--- src/rtl/cdb_arbiter_if.sv ---
// cdb_arbiter_if: bundle between the execute-stage FUs, the CDB arbiter and
// the CDB consumers.
//   fu_out_packet[NUM_FU] : registered FU results (done, v, rob_tag,
//                           take_branch, branch_loc)
//   squash                : branch-mispredict flush
//   ack[NUM_FU]           : combinational grant back to each FU
//   cdb_*                 : registered broadcast (valid, tag, value,
//                           take_branch, branch_loc)
// master = arbiter side, slave = FU/consumer side.
`ifndef XLEN
`define XLEN 32
`endif

interface cdb_arbiter_if #(
    parameter int NUM_FU    = 4,
    parameter int ROB_TAG_W = 5
);
    typedef struct packed {
        logic                 done;
        logic [`XLEN-1:0]     v;
        logic [ROB_TAG_W-1:0] rob_tag;
        logic                 take_branch;
        logic [`XLEN-1:0]     branch_loc;
    } FU_OUT_PACKET;

    FU_OUT_PACKET         fu_out_packet [NUM_FU];
    logic                 squash;
    logic [NUM_FU-1:0]    ack;
    logic                 cdb_valid;
    logic [ROB_TAG_W-1:0] cdb_tag;
    logic [`XLEN-1:0]     cdb_value;
    logic                 cdb_take_branch;
    logic [`XLEN-1:0]     cdb_branch_loc;

    modport master (
        input  fu_out_packet, squash,
        output ack, cdb_valid, cdb_tag, cdb_value, cdb_take_branch, cdb_branch_loc
    );

    modport slave (
        output fu_out_packet, squash,
        input  ack, cdb_valid, cdb_tag, cdb_value, cdb_take_branch, cdb_branch_loc
    );
endinterface

--- src/rtl/cdb_arbiter.sv ---
// cdb_arbiter: round-robin arbiter + broadcast register for the Common Data Bus.
// Picks at most one done FU per cycle (search starts at ptr), acks it in the
// same cycle and registers its result onto the CDB for the next cycle.
// Squash acks every done FU at once and suppresses the broadcast.
//   clock : rising-edge clock
//   reset : asynchronous active-high reset, clears ptr, ack and cdb_*
//   cdb   : cdb_arbiter_if.master (fu_out_packet/squash in, ack/cdb_* out)
`ifndef XLEN
`define XLEN 32
`endif

module cdb_arbiter #(
    parameter int NUM_FU    = 4,
    parameter int ROB_TAG_W = 5
) (
    input  logic           clock,
    input  logic           reset,
    cdb_arbiter_if.master  cdb
);
    localparam int PTR_W = (NUM_FU > 1) ? $clog2(NUM_FU) : 1;

    logic [NUM_FU-1:0]    req;
    logic [PTR_W-1:0]     ptr_q, ptr_d;
    logic [PTR_W-1:0]     win_idx;
    logic                 found;
    logic [NUM_FU-1:0]    gnt_oh;
    logic                 grant;

    logic                 cdb_valid_q, cdb_valid_d;
    logic [ROB_TAG_W-1:0] cdb_tag_q, cdb_tag_d;
    logic [`XLEN-1:0]     cdb_value_q, cdb_value_d;
    logic                 cdb_tb_q, cdb_tb_d;
    logic [`XLEN-1:0]     cdb_bl_q, cdb_bl_d;

    always_comb begin
        for (int i = 0; i < NUM_FU; i++) req[i] = cdb.fu_out_packet[i].done;
    end

    // Rotating search from ptr_q. The index is wrapped with an explicit
    // subtract so non-power-of-two NUM_FU never walks past the last FU.
    always_comb begin
        logic [PTR_W:0] sum;
        logic [PTR_W-1:0] idx;
        found   = 1'b0;
        win_idx = '0;
        sum     = '0;
        idx     = '0;
        for (int k = 0; k < NUM_FU; k++) begin
            sum = {1'b0, ptr_q} + (PTR_W+1)'(k);
            if (sum >= (PTR_W+1)'(NUM_FU)) sum = sum - (PTR_W+1)'(NUM_FU);
            idx = sum[PTR_W-1:0];
            if (!found && req[idx]) begin
                found   = 1'b1;
                win_idx = idx;
            end
        end
    end

    assign gnt_oh = found ? (NUM_FU'(1) << win_idx) : '0;
    assign grant  = found && !cdb.squash;

    // Squash drains every done FU in one cycle; reset forces ack low
    // without waiting for an edge.
    assign cdb.ack = reset      ? '0  :
                     cdb.squash ? req : gnt_oh;

    always_comb begin
        ptr_d       = ptr_q;
        cdb_valid_d = 1'b0;
        cdb_tag_d   = '0;
        cdb_value_d = '0;
        cdb_tb_d    = 1'b0;
        cdb_bl_d    = '0;
        if (grant) begin
            ptr_d       = (win_idx == PTR_W'(NUM_FU-1)) ? '0 : win_idx + PTR_W'(1);
            cdb_valid_d = 1'b1;
            cdb_tag_d   = cdb.fu_out_packet[win_idx].rob_tag;
            cdb_value_d = cdb.fu_out_packet[win_idx].v;
            cdb_tb_d    = cdb.fu_out_packet[win_idx].take_branch;
            cdb_bl_d    = cdb.fu_out_packet[win_idx].branch_loc;
        end
    end

    always_ff @(posedge clock or posedge reset) begin
        if (reset) begin
            ptr_q       <= '0;
            cdb_valid_q <= 1'b0;
            cdb_tag_q   <= '0;
            cdb_value_q <= '0;
            cdb_tb_q    <= 1'b0;
            cdb_bl_q    <= '0;
        end else begin
            ptr_q       <= ptr_d;
            cdb_valid_q <= cdb_valid_d;
            cdb_tag_q   <= cdb_tag_d;
            cdb_value_q <= cdb_value_d;
            cdb_tb_q    <= cdb_tb_d;
            cdb_bl_q    <= cdb_bl_d;
        end
    end

    assign cdb.cdb_valid       = cdb_valid_q;
    assign cdb.cdb_tag         = cdb_tag_q;
    assign cdb.cdb_value       = cdb_value_q;
    assign cdb.cdb_take_branch = cdb_tb_q;
    assign cdb.cdb_branch_loc  = cdb_bl_q;
endmodule

--- src/flat_wrapper.sv ---
// flat-port wrapper written by rule: the top's interface ports become plain ports
module cdb_arbiter_flat 
#(
    parameter int NUM_FU    = 4,
    parameter int ROB_TAG_W = 5
)
  (clock, reset, cdb_fu_out_packet, cdb_squash, cdb_ack, cdb_cdb_valid, cdb_cdb_tag, cdb_cdb_value, cdb_cdb_take_branch, cdb_cdb_branch_loc);
  cdb_arbiter_if #(.NUM_FU(NUM_FU), .ROB_TAG_W(ROB_TAG_W)) cdb_i ();
  input  logic clock;
  input  logic reset;
  input wire logic [$bits(cdb_i.fu_out_packet)-1:0] cdb_fu_out_packet;
  input wire logic [$bits(cdb_i.squash)-1:0] cdb_squash;
  output wire logic [$bits(cdb_i.ack)-1:0] cdb_ack;
  output wire logic [$bits(cdb_i.cdb_valid)-1:0] cdb_cdb_valid;
  output wire logic [$bits(cdb_i.cdb_tag)-1:0] cdb_cdb_tag;
  output wire logic [$bits(cdb_i.cdb_value)-1:0] cdb_cdb_value;
  output wire logic [$bits(cdb_i.cdb_take_branch)-1:0] cdb_cdb_take_branch;
  output wire logic [$bits(cdb_i.cdb_branch_loc)-1:0] cdb_cdb_branch_loc;
  assign cdb_i.fu_out_packet = {>>{cdb_fu_out_packet}};
  assign cdb_i.squash = cdb_squash;
  assign cdb_ack = cdb_i.ack;
  assign cdb_cdb_valid = cdb_i.cdb_valid;
  assign cdb_cdb_tag = cdb_i.cdb_tag;
  assign cdb_cdb_value = cdb_i.cdb_value;
  assign cdb_cdb_take_branch = cdb_i.cdb_take_branch;
  assign cdb_cdb_branch_loc = cdb_i.cdb_branch_loc;
  cdb_arbiter #(.NUM_FU(NUM_FU), .ROB_TAG_W(ROB_TAG_W)) u_core (.clock(clock), .reset(reset), .cdb(cdb_i));
endmodule
--- config.mk ---
export PLATFORM = sky130hd
export DESIGN_NAME = cdb_arbiter_flat
export DESIGN_NICKNAME = d
export VERILOG_FILES = /design/src/rtl/cdb_arbiter_if.sv /design/src/rtl/cdb_arbiter.sv /design/src/flat_wrapper.sv
export SDC_FILE = /design/constraint.sdc
export NUM_CORES = 1
export LEC_CHECK = 0
export ABC_AREA = 1
export CORE_AREA = 3 3 138 140
export CTS_BUF_LIST = sky130_fd_sc_hd__clkbuf_4
export DETAILED_ROUTE_END_ITERATION = 16
export DIE_AREA = 0 0 141 143
export GPL_TIMING_DRIVEN = 0
export PLACE_DENSITY = 0.79
export SETUP_SLACK_MARGIN = 0.02
export SYNTH_ARGS = -nofsm -noshare
export SYNTH_HDL_FRONTEND = slang
export SYNTH_SLANG_ARGS = --single-unit
--- constraint.sdc ---
create_clock -name clock -period 2.5 [get_ports clock]
set_input_delay 0.25 -clock clock [delete_from_list [all_inputs] [get_ports clock]]
set_output_delay 0.25 -clock clock [all_outputs]
set_load 0.005 [all_outputs]
* After elaboration in Yosys (flattened, before gate mapping)
Cells that the tools add are included.
** Word-level totals
- Bits in registers :: 73
- Bits of input ports :: 287
- Output and inout port bits :: 75
** Operators by class
- $add $sub $neg :: 8
- Magnitude comparators :: 9
- Eq/ne operators :: 1
- Shift-type cells :: 1
- Muxes and demuxes :: 32
- Bitwise gates (word level) :: 1
- Reduce and logical (&&, ||, !) cells :: 8
** Operators with widths (count)
- $bmux 71 s2 :: 1
- $mux 70 :: 2
- $mux 32 :: 2
- $mux 2 :: 9
- $ge 3x3->1 const B :: 4
- $lt 2x3->1 const B :: 4
- $mux 4 :: 3
- $mux 1 :: 10
- $bmux 1 s2 :: 4
- $sub 2x1->2 const B :: 4
- $add 2x2->3 const B :: 2
- $mux 5 :: 1
- $logic_and 1x1->1 :: 4
- $logic_not 1->1 :: 4
- $shl 1x2->4 const A :: 1
- $add 2x1->3 const B :: 1
- $ge 2x3->1 const B :: 1
- $not 2->3 :: 1
- $add 2x1->2 const B :: 1
- $eq 2x2->1 const B :: 1

* Logic depth before layout (Yosys ltp)
- Word-level depth :: 19
- Mapped depth :: 17
- Mapped depth without buffers :: 13

* Worst setup path before layout
Ideal clock, no wire load.
- Kind :: input -> output
- Start point :: input port reset
- End point :: output port cdb_ack[1]
- Arrival time :: 2263 ps
- Required time :: 2250 ps
- Setup slack :: -13 ps
- Stages :: 3
- Path buffers :: 0
- Cells stage by stage :: inv_1 > o21ai_0 > a21oi_1
** On the way
- Longest elaborated chain between the ends :: 1
** Ends and longest elaborated chain
- from (decl) :: RTL line flat_wrapper.sv:10 : input logic reset;
- $mux 4 :: RTL line cdb_arbiter.sv:64 : assign cdb.ack = reset ? '0 :
- to (decl) :: RTL line flat_wrapper.sv:13 : output wire logic [$bits(cdb_i.ack)-1:0] cdb_ack;
Every way passes these cells.

* Final worst setup path
- Start point :: register u_core.ptr_q[0]
- End point :: output port cdb_ack[1]
** On the way
- Longest elaborated chain between the ends :: 18
** Ends and longest elaborated chain
- from (decl) :: RTL line cdb_arbiter.sv:23 : logic [PTR_W-1:0] ptr_q, ptr_d;
- from (signal assigned) :: RTL line cdb_arbiter.sv:93 : ptr_q <= ptr_d;
- parallel branches: the longest is 15 deep, another holds $add 2x1->3
- $mux 4 * :: RTL line cdb_arbiter.sv:59 : assign gnt_oh = found ? (NUM_FU'(1) << win_idx) : '0;
- $mux 4 * :: RTL line cdb_arbiter.sv:65 : cdb.squash ? req : gnt_oh;
- $mux 4 * :: RTL line cdb_arbiter.sv:64
Every way passes the cells marked *. The select of a mux whose other input is x is not followed.

==> metrics.md <==
| Metric | Value |
|---|---|
| Worst Setup End Kind | `output port` |
| Initial Utilization | `0.300` |
| Least-Margin Pin Slew | `0.886 ns` |
| H-Tree Depth | `3` |
| Worst-path clk slew | `0.14 ns` |
| I/O pin count | `362` |
| WP data required | `2.25 ns` |
| Hold Path Class | `input port to async pin` |
| Clock sinks | `73` |
| Commonest cells after routing, fill and taps aside | `437 x nand2_1, 357 x clkdlybuf4s50_1, 141 x nand4_1, 72 x dfrtp_1, 71 x a21oi_1` |
| Total Wirelength | `26500 um` |
| Met1 Use GR | `0.295` |
| Die area | `20200 um2` |
| Vias | `7610` |
| Skew final | `0.0219 ns` |
| RR Endpoint | `u_core.cdb.cdb_value[8]` |
| Register bit total from synthesis | `73` |
| Final std cells w/o fill | `1499` |
| Total CTS buffers | `9` |
| Commonest non-fill, non-tap cell in the layout | `nand2_1` |
| # setup viols final | `14` |
| GR Layer Usage met2 | `0.426` |
| RSZ-0062 raised after global routing | `true` |
| Cells after Synth | `865` |
| Met3 Usage GRT | `0.0740` |
| Worst hold slack | `0.364 ns` |
| CP max FO | `6` |
| Fmax | `372 MHz` |
| Tot GR Track Use | `0.245` |
| PwrDens | `1450 nW/um2` |
| Clk_lat worst skew | `0.46 ns` |
| Max Cap Viol | `0` |
| Post-route cell area | `10100 um2` |
| Relative slew slack | `0.408` |
| Worst Setup Path Type | `flip-flop to output port` |
| Syn Area/Cell | `6.23 um2` |
| Fin crit period | `2.69 ns` |
| TNS Setup | `-0.975 ns` |
| Layout cell share with drive strength beyond 1 | `0.112` |
| Hold Fails Final Rpt | `0` |
| Pin count of the biggest net entering global routing | `39` |
| Setup slack, reg-to-reg | `-0.14 ns` |
| Register area | `1830 um2` |
| Run status | `complete, but fails checks` |
| CORE AREA | `18000 um2` |
| Routed Antenna Nets | `0` |
| Die height | `143 um` |
| Synth unique cells | `18` |
| Total global routing overflow | `0` |
| DR iter-0 viols | `431` |
| DRT Pass-1 Iters | `4` |
| Clk buf depth | `2` |
| Final Cycle Share | `1.07` |
| Cell Area, Synth | `5390 um2` |
| Critical path launch point type | `flip-flop` |
| Fill count | `1706` |
| DP HPWL | `19700 um` |
| Chip width | `141 um` |
| Worst r2r src | `u_core.ptr_q[0]` |
| CP startpoint | `u_core.ptr_q[0]` |
| Lkg Pwr | `4.72 nW` |
| PnR worst setup slack | `-0.186 ns` |
| Dpl cells | `1456` |
| # DRC | `0` |
| Hold buffers post-CTS | `0` |
| Fin. max-slew vios | `0` |
| GRT Max-Usage Layer | `met2` |
| Routed WL per cell | `17.6 um` |
| Post-DR vias/cell | `5.08` |
| Number of I/O port buffers | `361` |
| Yosys warnings | `0` |
| Placer Congestion | `0.918` |
| Clock Root Buffer | `clkbuf_4` |
| Critical Path AT | `2.44 ns` |
| CTS tree | `done` |
| R2R cell count | `18` |
| Syn nets | `1152` |
| Initial antenna violation count | `1` |
| Row cnt | `49` |
| Vias in the first global route | `7241` |
| Area occupied by multi-input gates | `3330 um2` |
| Final #Nets | `1551` |
| Seq/Total Area, Yosys | `0.339` |
| Area of placed instances | `9310 um2` |
| Max VDD drop | `0.000689 V` |
| Area growth from synthesis to layout | `86.7%` |
| Violated checks | `setup timing` |
| First-pass GRT wire length | `38700 um` |
==> critical path, cell delays in order, from the launching register on <==
cell	delay, ns
dfrtp_1	0.42
buf_6	0.16
inv_8	0.09
nand2_2	0.07
nand2_2	0.11
nand2_2	0.06
nand2_2	0.09
nor2_4	0.05
nand3_4	0.11
nand3_2	0.09
buf_6	0.13
buf_6	0.11
buf_12	0.12
clkinv_8	0.05
nand2_4	0.04
a21oi_2	0.13
buf_2	0.14
==> sequential cells by signal (all words and copies together), names as in the netlist <==
name                        count
u_core.ptr_q                    2
u_core.cdb.cdb_take_branch      1
u_core.cdb.cdb_value           32
u_core.cdb.cdb_tag              5
u_core.cdb.cdb_valid            1
u_core.cdb.cdb_branch_loc      32
==> cell usage after synthesis <==
library cell / n / area share
nand2_1: 460 / 0.32
nand4_1: 141 / 0.16
a21oi_1: 74 / 0.069
dfrtp_1: 73 / 0.34
clkbuf_1: 42 / 0.029
buf_2: 30 / 0.028
inv_1: 11 / 0.0077
nand3_1: 9 / 0.0084
buf_6: 8 / 0.017
o21ai_0: 4 / 0.0037
buf_1: 3 / 0.0021
nand3_2: 3 / 0.0056
inv_2: 2 / 0.0014
a31oi_1: 1 / 0.0012
inv_4: 1 / 0.0012
nand2_2: 1 / 0.0012
nor2_2: 1 / 0.0012
o21ai_1: 1 / 0.00093
==> metal layers <==
metal	wire (um)	vias up
met3	2660	30
li1	-	3697
met2	13200	396
met5	0	-
met1	10200	3487
met4	441	0
==> cells by family after synthesis <==
| logic type | after synthesis | share of synthesized area |
|---|---|---|
| flip-flops | 73 | 0.339 |
| AND/OR/NAND/NOR | 615 | 0.500 |
| AO/OA/AOI/OAI | 80 | 0.0745 |
| buffers and inverters | 97 | 0.0861 |
==> worst max path at each step <==
stage               depth (start not counted)    endpoint
finish                                     16  cdb_ack[1]
global route                               16  cdb_ack[1]
CTS                                        17  cdb_ack[1]
detailed placement                         13  cdb_ack[0]
global placement                           13  cdb_ack[0]
floorplan                                  12  cdb_ack[2]
==> area by class of cell <==
cell class                      instances  area share
Inverter                               14      0.0107
Multi-Input combinational cell        695       0.331
Clock buffer                            9     0.00672
Timing Repair Buffer                  391       0.384
Antenna cell                            1    0.000249
Sequential cell                        73       0.182
Clock inverter                          7      0.0132
Tap cell                              229      0.0285
Timing Repair inverter                  1    0.000622
Buffer                                 79      0.0433
==> stage by stage <==
step	total power, mW	utilization	worst slack [ns]
finish	14.6	0.560	-0.186
global placement	11.8	0.517	-1.02
CTS	13.9	0.546	-0.169
detailed placement	12.0	0.518	-1.08
floorplan	8.36	-	0.566
global route	15.9	0.560	-0.304
==> timing repair <==
item	CTS	global route
setup endpoints to repair	77	74
cloned	2	0
pin swaps	18	19
endpoints found under the hold margin	0	0
setup buffers	18	10
resized for setup	65	58
==> report_power, final <==
part           internal (mW)  total (mW)  switching [mW]  leakage [nW]
combinational           4.59        11.8            7.16          3.65
clock                  0.599        1.08           0.477         0.105
sequential              1.60        1.73           0.126         0.959
total                   6.79        14.6            7.77          4.72
Note: power is estimated with default switching activity, not from simulation.
